`src/rtl/addsub_seq_pkg.sv`:
```
// Shared types and constants for the serial add/sub arbiter.
// Optional build macro used by the top: ADDSUB_SEQ_SAT_EN (signed saturation).
package addsub_seq_pkg;

    // Arithmetic slice width in bits
    localparam int NIBBLE_W = 4;

    // Requester identifiers as carried on rsp_id
    localparam logic ID_REQ0 = 1'b0;
    localparam logic ID_REQ1 = 1'b1;

    // Controller states
    typedef enum logic [1:0] {
        IDLE = 2'd0,
        RUN  = 2'd1,
        DONE = 2'd2
    } state_e;

endpackage

```
`src/rtl/addsub_seq_arbiter_slice.sv`:
```
// Combinational 4-bit ripple adder slice. The carry into the top bit (c3) is
// exported so the caller can form signed overflow as cout ^ c3.
module nibble_addsub_slice
    import addsub_seq_pkg::*;
(
    input  logic [NIBBLE_W-1:0] x,
    input  logic [NIBBLE_W-1:0] y,
    input  logic                cin,
    output logic [NIBBLE_W-1:0] sum,
    output logic                cout,
    output logic                c3
);

    logic [NIBBLE_W:0]   full_sum;
    logic [NIBBLE_W-1:0] low_sum;

    // Full nibble add gives sum and carry out of the top bit
    assign full_sum = {1'b0, x} + {1'b0, y} + {{NIBBLE_W{1'b0}}, cin};

    // Add of the lower bits alone gives the carry into the top bit
    assign low_sum  = {1'b0, x[NIBBLE_W-2:0]} + {1'b0, y[NIBBLE_W-2:0]}
                    + {{(NIBBLE_W-1){1'b0}}, cin};

    assign sum  = full_sum[NIBBLE_W-1:0];
    assign cout = full_sum[NIBBLE_W];
    assign c3   = low_sum[NIBBLE_W-1];

endmodule

```
`src/rtl/addsub_seq_arbiter.sv`:
```
// Two-requester round-robin front end for a single shared 4-bit add/sub slice.
// Operations of W = 4*NIBBLES bits are computed serially, LSB nibble first.
// Build macro ADDSUB_SEQ_SAT_EN: when defined, an overflowing result is
// replaced by the signed saturation value on the way into rsp_sum.
//
// Handshake: reqN_ready is combinational and only high in IDLE for the
// granted requester with reqN_valid high; a transfer happens on a rising edge
// where valid && ready. A requester that is not granted keeps valid high and
// its operands stable. Responses are a single-cycle rsp_valid pulse with no
// backpressure; rsp_* stay stable until the next response.
module addsub_seq_arbiter
    import addsub_seq_pkg::*;
#(
    parameter  int NIBBLES = 4,
    localparam int W       = NIBBLE_W * NIBBLES
) (
    input  logic         clk,
    input  logic         rst_n,

    input  logic         req0_valid,
    output logic         req0_ready,
    input  logic [W-1:0] req0_a,
    input  logic [W-1:0] req0_b,
    input  logic         req0_sub,

    input  logic         req1_valid,
    output logic         req1_ready,
    input  logic [W-1:0] req1_a,
    input  logic [W-1:0] req1_b,
    input  logic         req1_sub,

    output logic         rsp_valid,
    output logic         rsp_id,
    output logic [W-1:0] rsp_sum,
    output logic         rsp_cout,
    output logic         rsp_ovf,
    output logic         busy,
    output state_e       dbg_state
);

    localparam int CNT_W = (NIBBLES > 1) ? $clog2(NIBBLES) : 1;

    state_e             state_q,      state_d;
    logic               last_grant_q, last_grant_d;
    logic [CNT_W-1:0]   nib_cnt_q,    nib_cnt_d;
    logic               carry_q,      carry_d;
    logic [W-1:0]       a_q,          a_d;
    logic [W-1:0]       b_q,          b_d;
    logic               sub_q,        sub_d;
    logic               id_q,         id_d;
    logic [W-1:0]       acc_q,        acc_d;
    logic               rsp_valid_q,  rsp_valid_d;
    logic               rsp_id_q,     rsp_id_d;
    logic [W-1:0]       rsp_sum_q,    rsp_sum_d;
    logic               rsp_cout_q,   rsp_cout_d;
    logic               rsp_ovf_q,    rsp_ovf_d;

    logic               grant;
    logic [NIBBLE_W-1:0] slice_x, slice_y, slice_sum;
    logic               slice_cout, slice_c3;
    logic               last_nib;
    logic [W-1:0]       acc_shift;
    logic [W-1:0]       final_sum;

    // Operand registers shift right each RUN cycle, so the slice always sees bit 0 up
    assign slice_x = a_q[NIBBLE_W-1:0];
    assign slice_y = b_q[NIBBLE_W-1:0] ^ {NIBBLE_W{sub_q}};

    nibble_addsub_slice u_slice (
        .x    (slice_x),
        .y    (slice_y),
        .cin  (carry_q),
        .sum  (slice_sum),
        .cout (slice_cout),
        .c3   (slice_c3)
    );

    assign last_nib = (nib_cnt_q == CNT_W'(NIBBLES - 1));

    // Round-robin pick: a lone requester wins, a tie goes to the one not served last
    always_comb begin
        grant = ID_REQ0;
        if (req0_valid && req1_valid) begin
            grant = ~last_grant_q;
        end else if (req1_valid) begin
            grant = ID_REQ1;
        end
        req0_ready = (state_q == IDLE) && req0_valid && (grant == ID_REQ0);
        req1_ready = (state_q == IDLE) && req1_valid && (grant == ID_REQ1);
    end

    // Result assembly: new nibble enters at the top of the accumulator
    always_comb begin
        acc_shift = acc_q >> NIBBLE_W;
        final_sum = acc_shift;
        final_sum[W-1 -: NIBBLE_W] = slice_sum;
    end

    // Next-state and datapath update for the accept / serial run / respond sequence
    always_comb begin
        state_d      = state_q;
        last_grant_d = last_grant_q;
        nib_cnt_d    = nib_cnt_q;
        carry_d      = carry_q;
        a_d          = a_q;
        b_d          = b_q;
        sub_d        = sub_q;
        id_d         = id_q;
        acc_d        = acc_q;
        rsp_valid_d  = 1'b0;
        rsp_id_d     = rsp_id_q;
        rsp_sum_d    = rsp_sum_q;
        rsp_cout_d   = rsp_cout_q;
        rsp_ovf_d    = rsp_ovf_q;

        case (state_q)
            IDLE: begin
                if (req0_ready || req1_ready) begin
                    a_d          = (grant == ID_REQ1) ? req1_a   : req0_a;
                    b_d          = (grant == ID_REQ1) ? req1_b   : req0_b;
                    sub_d        = (grant == ID_REQ1) ? req1_sub : req0_sub;
                    carry_d      = (grant == ID_REQ1) ? req1_sub : req0_sub;
                    id_d         = grant;
                    last_grant_d = grant;
                    nib_cnt_d    = '0;
                    state_d      = RUN;
                end
            end
            RUN: begin
                a_d       = a_q >> NIBBLE_W;
                b_d       = b_q >> NIBBLE_W;
                acc_d     = final_sum;
                carry_d   = slice_cout;
                nib_cnt_d = nib_cnt_q + 1'b1;
                if (last_nib) begin
                    rsp_valid_d = 1'b1;
                    rsp_id_d    = id_q;
                    rsp_cout_d  = slice_cout;
                    rsp_ovf_d   = slice_cout ^ slice_c3;
`ifdef ADDSUB_SEQ_SAT_EN
                    if (slice_cout ^ slice_c3) begin
                        rsp_sum_d = final_sum[W-1] ? {1'b0, {(W-1){1'b1}}}
                                                   : {1'b1, {(W-1){1'b0}}};
                    end else begin
                        rsp_sum_d = final_sum;
                    end
`else
                    rsp_sum_d   = final_sum;
`endif
                    state_d     = DONE;
                end
            end
            DONE: begin
                state_d = IDLE;
            end
            default: begin
                state_d = IDLE;
            end
        endcase
    end

    // State and output registers; reset discards any operation in flight
    always_ff @(posedge clk or negedge rst_n) begin
        if (!rst_n) begin
            state_q      <= IDLE;
            last_grant_q <= ID_REQ1;
            nib_cnt_q    <= '0;
            carry_q      <= 1'b0;
            a_q          <= '0;
            b_q          <= '0;
            sub_q        <= 1'b0;
            id_q         <= 1'b0;
            acc_q        <= '0;
            rsp_valid_q  <= 1'b0;
            rsp_id_q     <= 1'b0;
            rsp_sum_q    <= '0;
            rsp_cout_q   <= 1'b0;
            rsp_ovf_q    <= 1'b0;
        end else begin
            state_q      <= state_d;
            last_grant_q <= last_grant_d;
            nib_cnt_q    <= nib_cnt_d;
            carry_q      <= carry_d;
            a_q          <= a_d;
            b_q          <= b_d;
            sub_q        <= sub_d;
            id_q         <= id_d;
            acc_q        <= acc_d;
            rsp_valid_q  <= rsp_valid_d;
            rsp_id_q     <= rsp_id_d;
            rsp_sum_q    <= rsp_sum_d;
            rsp_cout_q   <= rsp_cout_d;
            rsp_ovf_q    <= rsp_ovf_d;
        end
    end

    assign rsp_valid = rsp_valid_q;
    assign rsp_id    = rsp_id_q;
    assign rsp_sum   = rsp_sum_q;
    assign rsp_cout  = rsp_cout_q;
    assign rsp_ovf   = rsp_ovf_q;
    assign busy      = (state_q != IDLE);
    assign dbg_state = state_q;

endmodule
```
`config.mk`:
```
export PLATFORM = sky130hd
export DESIGN_NAME = addsub_seq_arbiter
export DESIGN_NICKNAME = d
export VERILOG_FILES = /design/src/rtl/addsub_seq_pkg.sv /design/src/rtl/addsub_seq_arbiter_slice.sv /design/src/rtl/addsub_seq_arbiter.sv
export SDC_FILE = /design/constraint.sdc
export NUM_CORES = 1
export LEC_CHECK = 0
export CAP_MARGIN = 20
export CORE_MARGIN = 2
export CORE_UTILIZATION = 54
export CTS_BUF_LIST = sky130_fd_sc_hd__clkbuf_4
export CTS_CLUSTER_DIAMETER = 30
export DETAILED_ROUTE_END_ITERATION = 16
export PLACE_DENSITY = 0.95
export SLEW_MARGIN = 10
export SYNTH_ARGS = -nofsm -noshare
export SYNTH_HDL_FRONTEND = slang
export SYNTH_SLANG_ARGS = --single-unit
```
`constraint.sdc`:
```
create_clock -name clk -period 5.5 [get_ports clk]
set_clock_uncertainty 0.15 [all_clocks]
set_input_delay 1.1 -clock clk [delete_from_list [all_inputs] [get_ports clk]]
set_output_delay 1.1 -clock clk [all_outputs]
set_load 0.005 [all_outputs]
```
==> results.md <==
- Worst R2R Setup Slack: ~2.9 ns
- Hold buffer count at CTS: 0
- Starting Density: 55.8%
- Relative slew margins: approximately a third
- Chip height: ~85 µm
- Core Region: 0.00631 mm²
- Slew Limit Fails: 0
- Leak pwr: 2.21 nW
- First-pass GRT wire length: 12,200 µm
- Post-cts gate resize count: 0
- Largest net degree at the start of global routing: 73
- H-tree levels: 3
- DRT Wirelength: 7470 µm
- Root Driver: clkbuf_4
- Syn avg cell area: 9.50 µm²
- Synthesized flop and latch total: 72
- Part of the Yosys area used for sequential elements: roughly half
- Worst Path Buf+Inv: 2
- CP endpoint: req1_ready
- Clk slew on worst S/H paths: 0.12 ns
- Total power: roughly 2.7 mW
- FP Rows: 29
- Leading post-synthesis cells by cell area: dfrtp_1 50%, nand2_1 9.8%, a22o_1 6.0%, mux2_2 4.8%, nand3_1 4.7%
- RSZ-0062 raised after global routing: false
- CP dominant cell by count: clkdlybuf4s50_1
- GRT Util Overall: roughly 22%
- Vias in the first global route: approximately 2,700
- Final period utilization: between 60% and 70%
- Worst Path Required: 4.25 ns
- Final min period: around 3.8 ns
- Post-CTS Setup Bufs: 0
- Die width: 84.8 µm
- DRT Pass-1 Iters: 4
- CP Launch Type: input port
- Seq. cell area: around 0.0018 mm²
- Number of fillers in the final layout: between 400 and 500
- Share of layout cells above drive strength 1: under 10%
- CTS tree: done
- Initial antenna violation count: 0
- Critical path type: input port to output pin
- Syn Std Cell Area: around 0.0035 mm²
- FF-to-FF End: rsp_sum[0]
- Slowest stage delay, CP: 0.53 ns
- Max_cap viols: 0
- Yosys warns: 0
- Total grt overflow: 0
- Die area: approximately 0.0072 mm²
- Port Buf Inserts: 94
- Drt wl/cell: 13.9 µm
- Critical Path Stages: 4
- GPL Wtd Cong: 0.803
- Mapped Nets: between 400 and 500
- Fin nets: about 530
- Via-per-instance ratio: 5.36
- Critical path's top delay family: buffers and inverters
- Worst-path fanout max: 5
- PD cells: around 570 mW/mm²
- Slowest cell on crit path: clkdlybuf4s50_1
- Critical-path cell list: clkdlybuf4s50_1 > a21bo_2 > nor2_1 > clkdlybuf4s50_1
- Top-Level Pins: 95
- CP arrival: about 2.5 ns
- EDFF count, synth: 0
- Post-route antenna net violation count: 0
- Most numerous cell in the Yosys netlist: nand2_1
- Async SR Flop Fraction: 100%
- N_diodes: 0
- Synth top area share: between 50% and 60%
- Multi-input logic area: roughly 0.0015 mm²
- Peak supply drop: between 200 and 300 µV
- Reg-to-Reg Start: dbg_state[0]
- Max Clk Rate: 265 MHz
- Clock tree buffer depth: 2
- Mapped Cells: approximately 370
- Critical Path End Type: output pin
- Num CTS Buffers: 9
- Status: complete, no violations
- Clock sinks: a little over 70
- Hold Crit Depth: 2
- Area Growth Syn to Fin: 31.4%
- DRT iter0 DRCs: about 140
- DRC viols: 0
- Via count: around 2,900
- Post-synth top cells: 92 x nand2_1, 71 x dfrtp_1, 33 x nand3_1, 27 x a21oi_1, 26 x inv_1
- Yosys top cell by area: dfrtp_1
- Final Hold Fails: 0
- Predominant post-synthesis flop cell: dfrtp_1
- Clk_lat worst skew: 0.41 ns
- Worst R2R Path Depth: 4
- Worst-Margin Slew: about 1 ns
- Distinct cells, synth: 31
- Fin Setup TNS: 0 ns
- Critical path origin: req1_valid
- Worst hold path class: flop to flop
- HPWL after DPL: 5460 µm
- Setup violations, final: 0
-- metrics by stage --
stage | utilization (%) | setup slack [ns] | area (µm²) | std cells | hold slack [ns]
CTS | 73.1 | 1.73 | 4620 | 536 | 0.339
global placement | 70.2 | 1.76 | 4430 | 520 | 0.304
finish | 73.3 | 1.73 | 4630 | 537 | 0.333
global route | 73.3 | 1.67 | 4630 | 537 | 0.370
floorplan | - | 2.53 | 3520 | 371 | 0.290
detailed placement | 70.2 | 1.73 | 4430 | 520 | 0.309
-- power by group --
part           total (mW)  internal [mW]  switching [mW]
clock network       0.418          0.231           0.187
registers           0.992          0.797           0.196
logic                1.25          0.642           0.604
total                2.66           1.67           0.987
-- layer usage --
metal / track usage [%] / share of wire, % / vias up
li1: - / - / 1416
met1: 26.6 / 41 / 1351
met2: 36.7 / 50 / 93
met3: 4.13 / 5.5 / 18
met4: 10.2 / 2.7 / 0
met5: 0 / 0 / -
-- how the worst min path moves through the flow --
stage,from,to,slack [ns]
2_1_floorplan,acc_q[4],acc_q[4],0.29
3_3_place_gp,acc_q[5],acc_q[5],0.30
3_5_place_dp,acc_q[4],acc_q[4],0.31
4_1_cts,acc_q[4],acc_q[4],0.34
5_1_grt,acc_q[6],acc_q[6],0.37
6_report,acc_q[4],acc_q[4],0.33
-- cell type report --
type | count | share of cell area, %
sequential | 72 | 38.9
timing repair buffer | 99 | 21.2
multi-input combinational | 246 | 31.5
tap | 77 | 2.08
clock buffer | 9 | 1.46
clock inverter | 7 | 2.57
inverter | 27 | 2.19
-- sequential cells by signal, summed over array words and instances (netlist names), 2 cells and up --
signal,count
a_q,16
acc_q,12
b_q,16
dbg_state,2
nib_cnt_q,2
rsp_sum,16
-- tightest hold or removal path, delay by kind of cell, from the launching register on --
family | cells | cell delay [ns]
DFF | 1 | 0.36
and+or+nand+nor | 2 | 0.11
-- placed cells by master, fill, tap and decap left out, types with 5 or more instances in the layout --
cell and instances:
clkdlybuf4s50_1 93, nand2_1 92, dfrtp_1 71, nand3_1 33, a21oi_1 27, inv_1 26
a22o_1 24, mux2_2 15, o21ai_0 12, clkbuf_4 9, mux2i_1 8, o21ai_1 6
xor2_1 5, buf_4 5
-- cell families after synthesis --
group | Yosys count | synth area share [%]
AOI/OAI and AO/OA | 76 | 14.1
xor gates and xnor gates | 7 | 1.74
adders and majority gates | 6 | 2.56
buffers and inverters | 53 | 7.46
DFF | 72 | 51.2
muxes | 23 | 7.07
and+or+nand+nor | 134 | 15.9
No activity file was read; power rests on OpenSTA's default activity.
==> RTL edit 1 (same flow settings) <==
Build with the macro `ADDSUB_SEQ_SAT_EN` defined.
--- a/src/rtl/addsub_seq_arbiter.sv
+++ b/src/rtl/addsub_seq_arbiter.sv
@@ -9,4 +9,6 @@
 // its operands stable. Responses are a single-cycle rsp_valid pulse with no
 // backpressure; rsp_* stay stable until the next response.
+`define ADDSUB_SEQ_SAT_EN
+
 module addsub_seq_arbiter
     import addsub_seq_pkg::*;
Behaviour: not the same (a bounded check fails within 10 cycles, from zero or initial values and one cycle with rst_n low).
==> RTL edit 1 against the original RTL <==
Highest routed layer unchanged; area after synthesis grew 7.8%; count of clock-buffer cells in the layout grew 5; sequential power decreased by 2%; power is 20% higher; worst setup slack improved by 4.9 ps; largest cell class unchanged; utilization down 1.8 points; sequential share of layout area fell by 1.9 points; final area up 5.0%; routed wire length is 13% higher; cell count rose by 9.9%; sequential cell count unchanged; global-route usage is 2.1 points higher.
==> RTL edit 1: results (changes against the original RTL) <==
[drt]
initialDrtViolationCount=192  ; +33%
first_pass_iters=5  ; +1
wl_met3_um=584  ; +42%
vias=3345  ; +16%
wire_per_inst_um=14.3  ; +2.7%
viasPerCell=5.67  ; +5.8%
wl_met2_um=4420  ; +18%

[global_routing]
grt_use_met3_pct=6.13  ; +2.0 points
grt_use_met1_pct=28.2  ; +1.5 points
grt_pass1_wl_um=14100  ; +15%
grtUsageTotal_pct=23.7  ; +2.1 points
grt_pass1_vias=3112  ; +15%

[placement]
post-place-ws_ps=1730  ; +3.02 ps
dp_hpwl_um=6060  ; +11%

[critical_path]
cp_max_fo=3  ; -2
r2r_end=rsp_sum[5]$_DFFE_PN0P_
rr_startpoint=sub_q$_DFFE_PN0P_
r2r.worst_path.cells=8  ; +4
rrSetupSlack_ps=1910  ; -1020 ps

[synthesis]
synth_compound_area_share_pct=21.1  ; +7.0 points
synthMuxAreaShare_pct=9.29  ; +2.2 points
synth-xor-area-share_pct=1.38  ; -0.36 points
ys_types=34  ; +9.7%
avgSynthCellArea_um2=9.17  ; -3.4%
ys_seq_area_share_pct=47.5  ; -3.7 points
syn-num-nets=490  ; +9.6%
synthAdderAreaFrac_pct=2.37  ; -0.18 points
synth_commonest_cells=dfrtp_1, nand2_1, a21oi_1

[power_and_ir_drop]
p_leak_uw=0.00207  ; -6.3%

[layout]
drive_gt1_share_pct=6.48  ; -2.9 points
num_antenna_cells=0  ; unchanged

[sta]
holdWs_ps=342  ; +9.15 ps
fmax_mhz=265  ; +0.13%
relSlewSlack_pct=41.5  ; +6.6 points

[hold_path]
min_from=b_q[11]$_DFFE_PN0P_

[run_status]
status=finished clean

[floorplanning]
placementRows=30  ; +3.4%

[RTL edit 1: final cells by class]
type                    count  area [um2]
repair buffers             99         981
well taps                  96         120
multi-input cells         302        1800
clock inverters             2        33.8
flip-flops and latches     72        1800
fillers                   490        1930
clock buffers              14         105
inverters                   5        18.8
[RTL edit 1: through the flow]
| step | total power (uW) | cell area (um2) | utilization, % |
|---|---|---|---|
| after floorplan | 2370 | 3800 | - |
| after global placement | 2710 | 4710 | 69.3 |
| after detailed placement | 2820 | 4710 | 69.3 |
| after CTS | 3160 | 4850 | 71.3 |
| after global routing | 3470 | 4860 | 71.6 |
| final | 3180 | 4860 | 71.6 |
[RTL edit 1: power breakdown]
part / switching [uW] / internal (uW) / total [uW]
Sequential: 180 / 796 / 976
Combinational: 1090 / 770 / 1860
Clock: 176 / 164 / 340
Total: 1450 / 1730 / 3180
[RTL edit 1: critical path: stages]
cell and delay [ps]:
clkdlybuf4s50_1 520, a21boi_4 210, and2_1 170, clkdlybuf4s50_1 520
==> RTL edit 2 (same flow settings) <==
Made on the original files. Take the reset off `rsp_sum_q` and load it in a clocked block of its own.
--- a/src/rtl/addsub_seq_arbiter.sv
+++ b/src/rtl/addsub_seq_arbiter.sv
@@ -174,5 +174,4 @@
             rsp_valid_q  <= 1'b0;
             rsp_id_q     <= 1'b0;
-            rsp_sum_q    <= '0;
             rsp_cout_q   <= 1'b0;
             rsp_ovf_q    <= 1'b0;
@@ -189,8 +188,11 @@
             rsp_valid_q  <= rsp_valid_d;
             rsp_id_q     <= rsp_id_d;
-            rsp_sum_q    <= rsp_sum_d;
             rsp_cout_q   <= rsp_cout_d;
             rsp_ovf_q    <= rsp_ovf_d;
         end
+    end
+
+    always_ff @(posedge clk) begin
+        rsp_sum_q <= rsp_sum_d;
     end
 
Function: differs if rst_n is asserted again (counterexample within 10 cycles, from zero or initial values and one cycle with rst_n low); with rst_n held inactive, the same outputs for 10 cycles.
==> RTL edit 2 against the original RTL <==
Global-route usage down 0.59 points; worst setup slack worse by 110 ps; maximum frequency down 2.8%; sequential cell count unchanged; area after synthesis down 3.6%; cell count down 13%; final area down 3.8%; power down 8.0%; routed wire length down 6.8%; largest cell class unchanged.
==> RTL edit 2: results (changes against the original RTL) <==
[placement]
routabilityCongestion=0.812  ; +1.1%
placed_cells=450  ; -13%
postPlaceCellArea_um2=4320  ; -2.6%
dp_hpwl_um=5070  ; -7.1%

[critical_path]
worstSetupStartpoint=req1_valid
critPathArrivalTime_ps=2630  ; +110 ps
r2r.worst_path.cells=3  ; -1
cp_slowest_stage_delay_ps=560  ; +30 ps

[sta]
relSlewSlack_pct=38.2  ; +3.3 points

[synthesis]
async_reset_ff_share_pct=77.8  ; -22 points
avgSynthCellArea_um2=11.4  ; +20%
synth_edf_count=16  ; +16
synth_commonest_cells=dfrtp_1, nand2_1, mux2i_1
synth_top_cells_by_area=dfrtp_1, edfxtp_1, mux2i_1
ys_seq_area_share_pct=55.4  ; +4.2 points

[run_status]
status=finished clean

[drt]
wire_per_inst_um=14.9  ; +7.4%
routed_wl_um=6960  ; -6.8%
viasPerCell=5.57  ; +3.9%

[global_routing]
grt_pass1_wl_um=11600  ; -4.9%
grt_max_degree=57  ; -22%
grt_pass1_vias=2495  ; -7.7%

[power_and_ir_drop]
p_leak_uw=0.00218  ; -1.6%
peakVddDrop_uv=252  ; -13%

[layout]
final_nets=462  ; -13%

## RTL edit 2: cell types whose count changed in the layout (fill, tap and decap cells not counted), sizes merged, moves of 24 or more
cell | unedited run | this run
a21o | 4 | 28
a221oi | 0 | 24
mux2i | 8 | 32
a22o | 24 | 0
nand2 | 93 | 41
## RTL edit 2: path summary, 6_finish.rpt
kind	endpoint	slack (ps)
setup / recovery	req0_ready	1620
hold / removal	rsp_sum[0]$_DFFE_PP_	320
setup reg to reg	rsp_sum[13]$_DFFE_PP_	2340
hold reg to reg	rsp_sum[0]$_DFFE_PP_	320
max in group asynchronous	acc_q[15]$_DFFE_PN0P_	4070
min in group asynchronous	rsp_valid$_DFF_PN0_	640
## RTL edit 2: cell type report
cell class	instances	area, um2
Timing Repair Buffer	98	966
Tap cell	75	93.8
Sequential cell	72	1880
Multi-Input combinational cell	178	1270
Clock buffer	9	67.6
Inverter	27	101
Clock inverter	7	70.1
Fill cell	398	1530
## RTL edit 2: kinds of logic after synthesis
logic type	Yosys count	share of synthesized area [%]
xor gates and xnor gates	7	1.80
DFF	72	55.4
adders and majority gates	6	2.65
muxes	34	10.1
and+or+nand+nor	59	7.25
buffers and inverters	49	7.18
AOI/OAI and AO/OA	72	15.6
## RTL edit 2: report_power, final
part	internal, uW	switching, uW
clock network	140	191
logic	549	558
registers	832	176
## RTL edit 2: per-layer routing
layer | global-route usage [%] | share of wire, %
met5 | 0 | 0
met3 | 3.78 | 6.3
met4 | 9.69 | 3.3
met1 | 25.8 | 38
met2 | 36.2 | 52
## RTL edit 2: critical path, delay by kind of cell
kind	cells	cell delay [ps]
AO/OA/AOI/OAI	1	270
buffers and inverters	2	1030
AND/OR/NAND/NOR	1	230
